===== src/rtl/f01_pkg.sv =====
// Shared types and constants for the f01 gate and its sweep controller.
package f01_pkg;

  // Sweep controller states.
  typedef enum logic [1:0] {
    ST_IDLE   = 2'd0,
    ST_APPLY  = 2'd1,
    ST_SAMPLE = 2'd2,
    ST_FINISH = 2'd3
  } sweep_state_e;

  localparam int unsigned F01_NVEC   = 8;
  localparam int unsigned F01_VEC_W  = $clog2(F01_NVEC);
  localparam int unsigned F01_CNT_W  = 4;
  localparam logic [F01_NVEC-1:0] F01_GOLDEN = 8'hE0;

endpackage : f01_pkg


===== src/rtl/f01.sv =====
// f01 gate: x = a & (b | c), purely combinational.
module f01 (
  input  logic a,
  input  logic b,
  input  logic c,
  output logic x
);

  assign x = a & (b | c);

endmodule : f01


===== src/rtl/f01_sweep_ctrl.sv =====
// Self-test sequencer: steps all eight {a,b,c} vectors through f01, captures
// the truth table and compares it with a caller-supplied expectation.
module f01_sweep_ctrl
  import f01_pkg::*;
#(
  parameter int unsigned SETTLE = 1
) (
  input  logic                 clk,
  input  logic                 rst,
  input  logic                 start,
  input  logic [F01_NVEC-1:0]  expected,
  output logic                 busy,
  output logic                 done,
  output logic [F01_VEC_W-1:0] vec,
  output logic [F01_NVEC-1:0]  result,
  output logic [F01_NVEC-1:0]  mismatch,
  output logic                 pass
);

  localparam logic [F01_CNT_W-1:0] CNT_LOAD = F01_CNT_W'(SETTLE - 1);
  localparam logic [F01_VEC_W-1:0] VEC_LAST = F01_VEC_W'(F01_NVEC - 1);

  sweep_state_e          state_q, state_d;
  logic [F01_CNT_W-1:0]  cnt_q, cnt_d;
  logic [F01_VEC_W-1:0]  vec_q, vec_d;
  logic [F01_NVEC-1:0]   result_q, result_d;
  logic [F01_NVEC-1:0]   exp_q, exp_d;
  logic [F01_NVEC-1:0]   mismatch_q, mismatch_d;
  logic                  pass_q, pass_d;
  logic                  busy_q, busy_d;
  logic                  done_q, done_d;
  logic                  f01_x;

  // Gate under test, driven straight from the current vector.
  f01 u_f01 (
    .a (vec_q[2]),
    .b (vec_q[1]),
    .c (vec_q[0]),
    .x (f01_x)
  );

  // State and output registers.
  always_ff @(posedge clk) begin
    if (rst) begin
      state_q    <= ST_IDLE;
      cnt_q      <= '0;
      vec_q      <= '0;
      result_q   <= '0;
      exp_q      <= '0;
      mismatch_q <= '0;
      pass_q     <= 1'b0;
      busy_q     <= 1'b0;
      done_q     <= 1'b0;
    end else begin
      state_q    <= state_d;
      cnt_q      <= cnt_d;
      vec_q      <= vec_d;
      result_q   <= result_d;
      exp_q      <= exp_d;
      mismatch_q <= mismatch_d;
      pass_q     <= pass_d;
      busy_q     <= busy_d;
      done_q     <= done_d;
    end
  end

  // Next-state logic; results stay held after a sweep until the next start.
  always_comb begin
    state_d    = state_q;
    cnt_d      = cnt_q;
    vec_d      = vec_q;
    result_d   = result_q;
    exp_d      = exp_q;
    mismatch_d = mismatch_q;
    pass_d     = pass_q;
    busy_d     = busy_q;
    done_d     = 1'b0;

    unique case (state_q)
      ST_IDLE: begin
        busy_d = 1'b0;
        if (start) begin
          state_d    = ST_APPLY;
          exp_d      = expected;
          vec_d      = '0;
          result_d   = '0;
          mismatch_d = '0;
          pass_d     = 1'b0;
          cnt_d      = CNT_LOAD;
          busy_d     = 1'b1;
        end
      end
      ST_APPLY: begin
        if (cnt_q == '0) begin
          state_d = ST_SAMPLE;
        end else begin
          cnt_d = cnt_q - F01_CNT_W'(1);
        end
      end
      ST_SAMPLE: begin
        result_d[vec_q] = f01_x;
        if (vec_q == VEC_LAST) begin
          state_d    = ST_FINISH;
          busy_d     = 1'b0;
          done_d     = 1'b1;
          mismatch_d = result_d ^ exp_q;
          pass_d     = (mismatch_d == '0);
        end else begin
          state_d = ST_APPLY;
          vec_d   = vec_q + F01_VEC_W'(1);
          cnt_d   = CNT_LOAD;
        end
      end
      ST_FINISH: begin
        state_d = ST_IDLE;
        vec_d   = '0;
        busy_d  = 1'b0;
      end
      default: begin
        state_d = ST_IDLE;
      end
    endcase
  end

  assign busy     = busy_q;
  assign done     = done_q;
  assign vec      = vec_q;
  assign result   = result_q;
  assign mismatch = mismatch_q;
  assign pass     = pass_q;

endmodule : f01_sweep_ctrl

===== config.mk =====
export PLATFORM = sky130hd
export DESIGN_NAME = f01_sweep_ctrl
export DESIGN_NICKNAME = d
export VERILOG_FILES = /design/src/rtl/f01_pkg.sv /design/src/rtl/f01.sv /design/src/rtl/f01_sweep_ctrl.sv
export SDC_FILE = /design/constraint.sdc
export NUM_CORES = 1
export LEC_CHECK = 0
export CAP_MARGIN = 20
export CORE_MARGIN = 8
export CORE_UTILIZATION = 30
export DETAILED_ROUTE_END_ITERATION = 8
export SLEW_MARGIN = 10
export SYNTH_ARGS = -nofsm -noshare
export SYNTH_HDL_FRONTEND = slang
export SYNTH_SLANG_ARGS = --single-unit

===== constraint.sdc =====
create_clock -name clk -period 2.5 [get_ports clk]
set_input_delay 0.5 -clock clk [delete_from_list [all_inputs] [get_ports clk]]
set_output_delay 0.5 -clock clk [all_outputs]
set_load 0.02 [all_outputs]

==> results.json <==
{
  "status": "completed",
  "synth_top_area_share_pct": 41.6,
  "die_height_um": 92.0,
  "fin_area_um2": 2190,
  "vias": 1443,
  "layout-drive-gt1-share_pct": 9.91,
  "setup-tns-final_ns": 0,
  "powerDensity_nw_per_um2": 580,
  "finClkSkew_ns": 0.00815,
  "yosys.area.top_type": "dfxtp_1",
  "synth_cell_types": 44,
  "p_int_mw": 0.950,
  "dp_hpwl_um": 3190,
  "hp-class": "register to register",
  "holdBufCountCts": 0,
  "synth-seq-area-share_pct": 41.6,
  "seqCellArea_um2": 721,
  "grt_pass1_wl_um": 7010,
  "synthesis.area_um2": 1730,
  "rsz0062_at_grt": "no",
  "ys.flop_type": "dfxtp_1",
  "die_w_um": 92.0,
  "drtIter0Drc": 68,
  "grt_max_degree": 19,
  "crit_arrival_ns": 2.43,
  "ir_drop_mv": 0.299,
  "drc_errors": 0,
  "crit_type": "register to register",
  "clock_path_buffers": 2,
  "dpl_cell_area_um2": 2080,
  "critical_path_required_ns": 2.74,
  "wl_met2_um": 1880,
  "synthesis.nets": 219,
  "startpoint_type": "register",
  "port_buffers": 32,
  "avgSynthCellArea_um2": 8.53,
  "pwr-share-comb_pct": 11.7,
  "fin_crit_ns": 2.19,
  "row_count": 27,
  "crit_chain": "ha_1, ha_1, and2_1, nand4_1, nor4_2, a32o_2",
  "synth_area_leaders": "dfxtp_1 (42%), a21oi_1 (6.4%), nand2_1 (5.0%), nor2_1 (4.6%), ha_1 (3.6%)",
  "fin_ws_ns": 0.307,
  "slowest_delay_ns": 0.68,
  "synth_edf_count": 0,
  "diodes": 0,
  "cts_resized": 0,
  "hold_viol_final": 0,
  "start_util_pct": 31.3,
  "die_area_um2": 8460,
  "synthCells": 203,
  "reg2reg_depth": 6,
  "final_max_slew_viol_count": 0,
  "wl_met1_um": 2080,
  "area_growth_pct": 26.4,
  "ant_nets": 0,
  "final_nets": 247,
  "fillers": 579,
  "fmax_ghz": 0.456,
  "gp_congestion": 0.819,
  "total_leakage_power_nw": 0.806,
  "top_layer": "met4",
  "cts-root-buf": "clkbuf_8",
  "routed_via_density": 4.75,
  "yosysWarnings": 0,
  "fin_crit_sh_pct": 87.7,
  "slew_headroom_pct": 62.9,
  "htree_levels": 2,
  "p_clk_share_pct": 40.1,
  "cp_slowest_cell": "dfxtp_1",
  "wl_per_cell_um": 13.8,
  "p_sw_mw": 0.319,
  "final-setup-viol-count": 0,
  "p_sw_share_pct": 25.1,
  "cts_made_buffers": 5,
  "seq_power_share_pct": 48.2,
  "tightest_slew_ns": 0.556,
  "core-area_um2": 5540,
  "drv_cap": 0,
  "cts_setup_buffers": 0,
  "synth-async-reset-ratio_pct": 0,
  "wl_um": 4200,
  "ys_ff_latch": 36,
  "pre_cts_ws_ns": 0.368,
  "tritoncts": "done",
  "antenna_found_initial": 0,
  "cp_max_fo": 15,
  "crit_path_frequent_cell": "ha_1",
  "io_pins": 33,
  "route.met3.wl_um": 209,
  "overflow": 0,
  "path_clk_slew_ns": 0.08,
  "critPathCaptureType": "register",
  "grt_pass1_vias": 1475,
  "clkLatencyLatePin_ns": 0.29,
  "multi_input_comb_area_um2": 896,
  "first_pass_iters": 4,
  "holdPathStages": 2,
  "cts.sinks": 36,
  "gr-usage-all-layers_pct": 10.2
}
## power groups by stage
| stage | clock network, mW | registers, mW | logic [mW] |
|---|---|---|---|
| final | 0.509 | 0.612 | 0.148 |
| after global routing | 0.554 | 0.614 | 0.168 |
| after CTS | 0.524 | 0.611 | 0.150 |
| after detailed placement | 0 | 0.625 | 0.149 |
| after global placement | 0 | 0.624 | 0.149 |
| after floorplan | 0 | 0.615 | 0.111 |
## path summary, 6_finish.rpt
check | to | startpoint | slack (ns)
worst min-delay path | exp_q[3] | exp_q[3] | 0.48
worst max register to register | pass | vec[0] | 0.31
worst max-delay path | pass | vec[0] | 0.31
worst min register to register | exp_q[3] | exp_q[3] | 0.48
## final cells by class
class / instances / area share (%)
flip-flops and latches: 36 / 32.9
inverters: 7 / 1.31
clock buffers: 5 / 3.14
well taps: 72 / 4.11
multi-input cells: 146 / 40.9
clock inverters: 3 / 1.94
repair buffers: 35 / 15.7
## state kept, by name, summed over array words and instances (netlist names)
| signal | cells |
|---|---|
| exp_q | 8 |
| mismatch | 8 |
| result | 8 |
| cnt_q | 4 |
| vec | 3 |
| state_q | 2 |
| busy | 1 |
| done | 1 |
| pass | 1 |
## cells in the mapped netlist (all sizes together) (2+ instances only)
cell type / number
buf: 9
xor2: 2
xnor2: 4
nor2b: 3
a2bb2oi: 2
a31oi: 3
nand2: 23
nand3b: 4
clkbuf: 5
ha: 5
o31ai: 3
dfxtp: 36
a22oi: 8
nand2b: 4
inv: 7
nor3b: 4
a21oi: 22
nor3: 5
mux2i: 3
or3: 3
nor2: 23
nand3: 4
o21ai: 6
## cells in the final DEF, fill, tap and decap left out, drive strengths merged, types with 6 or more instances in the layout
master / instances
a21oi: 22
o21ai: 6
clkdlybuf4s50: 32
nor2: 23
nand2: 23
dfxtp: 36
a22oi: 8
inv: 7
## layer usage
| metal | global-route usage, % | vias to the layer above |
|---|---|---|
| met5 | 0 | - |
| met4 | 2.55 | 0 |
| met3 | 3.67 | 4 |
| met2 | 15.7 | 37 |
| met1 | 13.1 | 645 |
| li1 | - | 757 |
## cell families (layout without fill, tap and decap cells)
kind of cell	count (synthesis)	after routing	synth area share, %
simple gates	81	81	24.1
flops	36	36	41.6
mux	4	4	2.38
buf+inv	21	50	6.65
compound gates	50	50	18.6
xor+xnor	6	6	3.03
fa+ha+maj	5	5	3.61
## worst max-delay path: cells and delay by family (launching register included)
| kind | cells | cell delay, ns |
|---|---|---|
| adder cells (fa/ha/maj) | 2 | 0.48 |
| flip-flops | 1 | 0.68 |
| AND/OR/NAND/NOR | 3 | 0.81 |
| AO/OA/AOI/OAI | 1 | 0.16 |
## stage by stage
step / hold slack, ns / util, % / total power, mW / instances
after floorplan: 0.441 / - / 0.725 / 203
after global placement: 0.459 / 37.5 / 0.774 / 296
after CTS: 0.477 / 39.5 / 1.29 / 304
after detailed placement: 0.466 / 37.5 / 0.774 / 296
final: 0.476 / 39.5 / 1.27 / 304
after global routing: 0.501 / 39.5 / 1.34 / 304
No activity file was read; power rests on OpenSTA's default activity.
